==> src/rtl/pseudo_dual_port_ram_pkg.sv <==
// Shared constants for the pseudo dual-port RAM: default widths and the depth helper.
// Port widths always come from module parameters; these values only seed the defaults.
package pseudo_dual_port_ram_pkg;

  localparam int unsigned DEFAULT_ADDRESS_WIDTH = 8;
  localparam int unsigned DEFAULT_DATA_WIDTH    = 8;

  function automatic int unsigned depth(input int unsigned address_width);
    return 32'd1 << address_width;
  endfunction

endpackage

==> src/rtl/pseudo_dual_port_ram_array.sv <==
// Storage array for the pseudo dual-port RAM: synchronous write, combinational indexed read.
// Written as a plain unreset array so synthesis maps it onto block RAM.
module pseudo_dual_port_ram_array
  import pseudo_dual_port_ram_pkg::*;
#(
  parameter int unsigned ADDRESS_WIDTH = DEFAULT_ADDRESS_WIDTH,
  parameter int unsigned DATA_WIDTH    = DEFAULT_DATA_WIDTH
) (
  input  logic                     clk,
  input  logic                     write_enable,
  input  logic [ADDRESS_WIDTH-1:0] write_address,
  input  logic [DATA_WIDTH-1:0]    write_data,
  input  logic [ADDRESS_WIDTH-1:0] read_address,
  output logic [DATA_WIDTH-1:0]    read_data
);

  logic [DATA_WIDTH-1:0] mem [depth(ADDRESS_WIDTH)];

  // NOTE: the storage has no reset; adding one would block RAM inference and
  // turn the array into flip-flops. Contents are undefined until written.
  always_ff @(posedge clk) begin
    if (write_enable) begin
      mem[write_address] <= write_data;
    end
  end

  assign read_data = mem[read_address];

endmodule

==> src/rtl/pseudo_dual_port_ram.sv <==
// Pseudo dual-port RAM top: one write port, one registered read port, one clock.
// Define PDP_RAM_WRITE_FORWARD_EN for write-first collisions; default is read-first.
module pseudo_dual_port_ram
  import pseudo_dual_port_ram_pkg::*;
#(
  parameter int unsigned ADDRESS_WIDTH = DEFAULT_ADDRESS_WIDTH,
  parameter int unsigned DATA_WIDTH    = DEFAULT_DATA_WIDTH
) (
  input  logic                     Clock,
  input  logic                     Reset,
  input  logic                     ReadEnable_i,
  input  logic                     WriteEnable_i,
  input  logic [ADDRESS_WIDTH-1:0] ReadAddress_i,
  input  logic [ADDRESS_WIDTH-1:0] WriteAddress_i,
  input  logic [DATA_WIDTH-1:0]    Data_i,
  output logic [DATA_WIDTH-1:0]    Data_o
);

  logic                  write_enable;
  logic [DATA_WIDTH-1:0] array_data;
  logic [DATA_WIDTH-1:0] read_word;

  // Memory itself is never cleared, so writes must be blocked while reset is held.
  assign write_enable = WriteEnable_i & Reset;

  pseudo_dual_port_ram_array #(
    .ADDRESS_WIDTH(ADDRESS_WIDTH),
    .DATA_WIDTH   (DATA_WIDTH)
  ) u_array (
    .clk          (Clock),
    .write_enable (write_enable),
    .write_address(WriteAddress_i),
    .write_data   (Data_i),
    .read_address (ReadAddress_i),
    .read_data    (array_data)
  );

  // NOTE: read_word gets its default first so no path through the block can
  // leave it unassigned and infer a latch.
  always_comb begin
    read_word = array_data;
`ifdef PDP_RAM_WRITE_FORWARD_EN
    if (WriteEnable_i && (ReadAddress_i == WriteAddress_i)) begin
      read_word = Data_i;
    end
`endif
  end

  // NOTE: state registers use non-blocking assignment so every flop samples
  // pre-edge values regardless of process ordering.
  always_ff @(posedge Clock or negedge Reset) begin
    if (!Reset) begin
      Data_o <= '0;
    end else if (ReadEnable_i) begin
      Data_o <= read_word;
    end
  end

endmodule

==> config.mk <==
export PLATFORM = sky130hd
export DESIGN_NAME = pseudo_dual_port_ram
export DESIGN_NICKNAME = d
export VERILOG_FILES = /design/src/rtl/pseudo_dual_port_ram_pkg.sv /design/src/rtl/pseudo_dual_port_ram_array.sv /design/src/rtl/pseudo_dual_port_ram.sv
export SDC_FILE = /design/constraint.sdc
export NUM_CORES = 2
export LEC_CHECK = 0
export CAP_MARGIN = 20
export CORE_AREA = 2 2 539 380
export DETAILED_ROUTE_END_ITERATION = 16
export DIE_AREA = 0 0 541 382
export SLEW_MARGIN = 20
export SYNTH_ARGS = -nofsm -noshare
export SYNTH_HDL_FRONTEND = slang
export SYNTH_SLANG_ARGS = --single-unit
==> constraint.sdc <==
create_clock -name Clock -period 2.3 [get_ports Clock]
set_input_delay 0.345 -clock Clock [delete_from_list [all_inputs] [get_ports Clock]]
set_output_delay 0.345 -clock Clock [all_outputs]
set_load 0.1 [all_outputs]
==> results by group <==
Outcome
  – Status: finished, violations left
  – Failing checks: setup timing

Floorplan
  – Chip width: 541 um
  – Initial Util: 39.9%
  – IO Pins: 36
  – # rows: 138
  – Core ar.: 201,000 um^2
  – Die Y: 382 um
  – Die area: 207,000 um^2

Worst setup path
  – Slowest stage delay, CP: 0.56 ns
  – CP Data Arrival Time: 3.30 ns
  – Delay-heaviest family, CP: multiplexers
  – Worst-path fanout max: 1
  – Req. time, crit path: 3.03 ns
  – CP Cell Sequence: mux4_2 > mux4_2 > o211ai_1 > nor2_1 > a221o_1
  – Buf+Inv Stages, Crit Path: 0
  – Crit. End Element: register
  – Worst R2R Path Depth: 5
  – Most Frequent Cell on Critical Path: mux4_2
  – Crit-path slowest cell: mux4_2
  – Worst Setup Start Kind: register
  – Critical path type: register to register
  – Stages on worst setup path: 5

GRT
  – Total GRT Usage: 22.9%
  – Overflow after GRT: 0
  – Antenna violations before repair: 7
  – Number of global-route vias before repair: 42,605
  – Largest net degree at the start of global routing: 84
  – First-pass GRT wire length: 334 mm

Route
  – Drt first pass iters: 5
  – Vias: 44,368
  – Final ANT Viol Nets: 0
  – DR iter-0 viols: 6,865
  – # DRC: 0
  – Post-DR wirelength/cell: 31.4 um
  – Via density: 5.83
  – Wirelength, routed: 239 mm

Clock tree
  – Num Clock Sinks: 2,056
  – Latest clock arrival within the worst-skew pair: 0.85 ns
  – Worst-path clk slew: 0.07 ns
  – Num CTS Buffers: 190
  – CTS tree: done
  – H-tree depth: 4
  – Root Driver: clkbuf_16
  – Clk buf depth: 4

Worst hold path
  – Hold depth: 1
  – Hold Crit Class: input pin to register

Logic synthesis
  – Mapped Cells: 3,907
  – Synth area leader: edfxtp_1
  – Top cells by area, synth: edfxtp_1 (77%), mux4_2 (12%), mux2i_1 (3.0%)
  – Dominant synthesized flop cell: edfxtp_1
  – Asr flop ratio synth: 0.389%
  – Most common cell in the synthesized netlist: edfxtp_1
  – Mapped Area: 80,300 um^2
  – Netlist cell types: 65
  – Post-synth top area share: 76.6%
  – Post-synth top cells: edfxtp_1 (2,048), mux4_2 (414), nor2_1 (306)
  – Synth Warn #: 0
  – Mean area per synthesized cell: 20.5 um^2
  – Sequential share of the synthesized area: 76.9%
  – Register bit total from synthesis: 2,056
  – Syn Nets: 3,935
  – Post-synth EDFFs: 2,048

Power and ir drop
  – VDD IR-drop max: 656 uV
  – Switch Pwr: 17.0 mW
  – Static leakage: 32.1 nW
  – Comb power frac: 6.8%
  – Sequential share of power: 53.8%
  – Internal: 59.7 mW
  – Clock Power Share: 39.4%
  – Switching Share: 22.2%
  – PD cells: 792 nW/um^2

Placement
  – Final estimated routing congestion in global placement: 0.943
  – Hpwl dp: 164 mm
  – Port bufs: 35

Timing
  – RSZ-0062 raised after global routing: true
  – Final setup viols: 3
  – PnR worst setup slack: -0.266 ns
  – Max Slew Vio Count: 0
  – Tcrit/Tclk final: 112%
  – Worst Skew: 0.0609 ns
  – Hold Slack: 0.0370 ns
  – Slew Limit Headroom: 23.3%
  – Final min period: 2.57 ns
  – Final hold vios: 0
  – Least-Margin Pin Slew: 1.12 ns
  – Max Freq: 390 MHz

Flow run
  – Maxcap violations: 0

Finish
  – Post-layout utilization of the core: 48.1%
  – Layout Nets: 4,835
  – Area growth from synthesis to layout: 20.7%
  – Share of cells above drive strength 1: 34.1%
## state kept, by name, indices dropped and copies added, names as in the netlist
register and count:
u_array.mem 2048, Data_o 8
## placed cells by master, fill, tap and decap left out, types with 7 or more instances in the layout
cell / count
edfxtp_1: 2048
buf_4: 810
mux4_2: 415
nor2_1: 299
mux2i_1: 238
clkbuf_16: 191
nand2_1: 120
buf_12: 107
o22ai_1: 85
a21oi_1: 46
clkinv_1: 43
clkbuf_1: 40
nand3_1: 35
o221ai_1: 32
clkinv_2: 31
a22oi_1: 28
o21ai_0: 27
nor3_1: 25
a31oi_1: 21
nand4_1: 19
a211oi_1: 18
clkdlybuf4s50_1: 14
nor2b_1: 12
bufinv_16: 11
clkbuf_8: 10
dfrtp_1: 8
a2111oi_4: 7
a22o_1: 7
a221oi_1: 7
## power by group through the flow
stage | combinational, mW | clock [mW] | sequential (mW)
5_1_grt | 5.37 | 32.0 | 41.3
4_1_cts | 5.07 | 30.6 | 41.3
3_5_place_dp | 5.00 | 0 | 42.1
2_1_floorplan | 2.05 | 0 | 42.3
6_report | 5.20 | 30.2 | 41.3
3_3_place_gp | 4.95 | 0 | 42.1
## path summary, 6_finish.rpt
check / from / to / slack [ns]
max: u_array.mem[27][5] / Data_o[5] / -0.27
min: Data_i[0] / u_array.mem[3][0] / 0.04
max reg2reg: u_array.mem[27][5] / Data_o[5] / -0.27
min reg2reg: Data_o[3] / Data_o[3] / 0.69
max in group asynchronous: Reset / Data_o[7] / 1.74
min in group asynchronous: Reset / Data_o[4] / 0.36
## kinds of logic after synthesis
kind of cell / count (synthesis) / share of synthesized area [%]
and+or+nand+nor: 579 / 3.10
DFF: 2056 / 76.9
buffers and inverters: 246 / 2.00
muxes: 667 / 14.9
AOI/OAI and AO/OA: 359 / 3.12
## area by class of cell
type	instances	area (um^2)
fill	16546	104000
antenna	3	7.51
sequential	2056	61700
clock buffer	233	4960
multi-input combinational	1605	17500
timing repair buffer	948	8590
inverter	6	25.0
clock inverter	100	783
tap	2660	3330
## routing by layer
layer	wire, um	vias to the layer above	global-route usage (%)
met4	5690	0	5.16
met2	98600	2580	31.1
met1	104000	23428	35.5
met3	30700	329	7.31
met5	0	-	0
li1	-	18031	-
## what timing repair did
item,in CTS,in global routing
buffers inserted,0,5
hold buffers,3,0
pin swaps,9,14
endpoints found under the setup margin,8,8
resized for setup,60,47
hold endpoints to repair,46,0
## metrics by stage
| stage | std cells | TNS [ns] | power [mW] | cell area [um^2] | setup WS, ns |
|---|---|---|---|---|---|
| floorplan | 3907 | -0.140 | 44.3 | 80400 | -0.0352 |
| global placement | 7272 | -107.78 | 47.1 | 90600 | -1.51 |
| detailed placement | 7272 | -137.13 | 47.1 | 90600 | -1.52 |
| CTS | 7605 | -0.153 | 76.9 | 96600 | -0.153 |
| global route | 7608 | -0.512 | 78.7 | 96900 | -0.438 |
| finish | 7611 | -0.403 | 76.7 | 96900 | -0.266 |
Note: power is estimated with default switching activity, not from simulation.
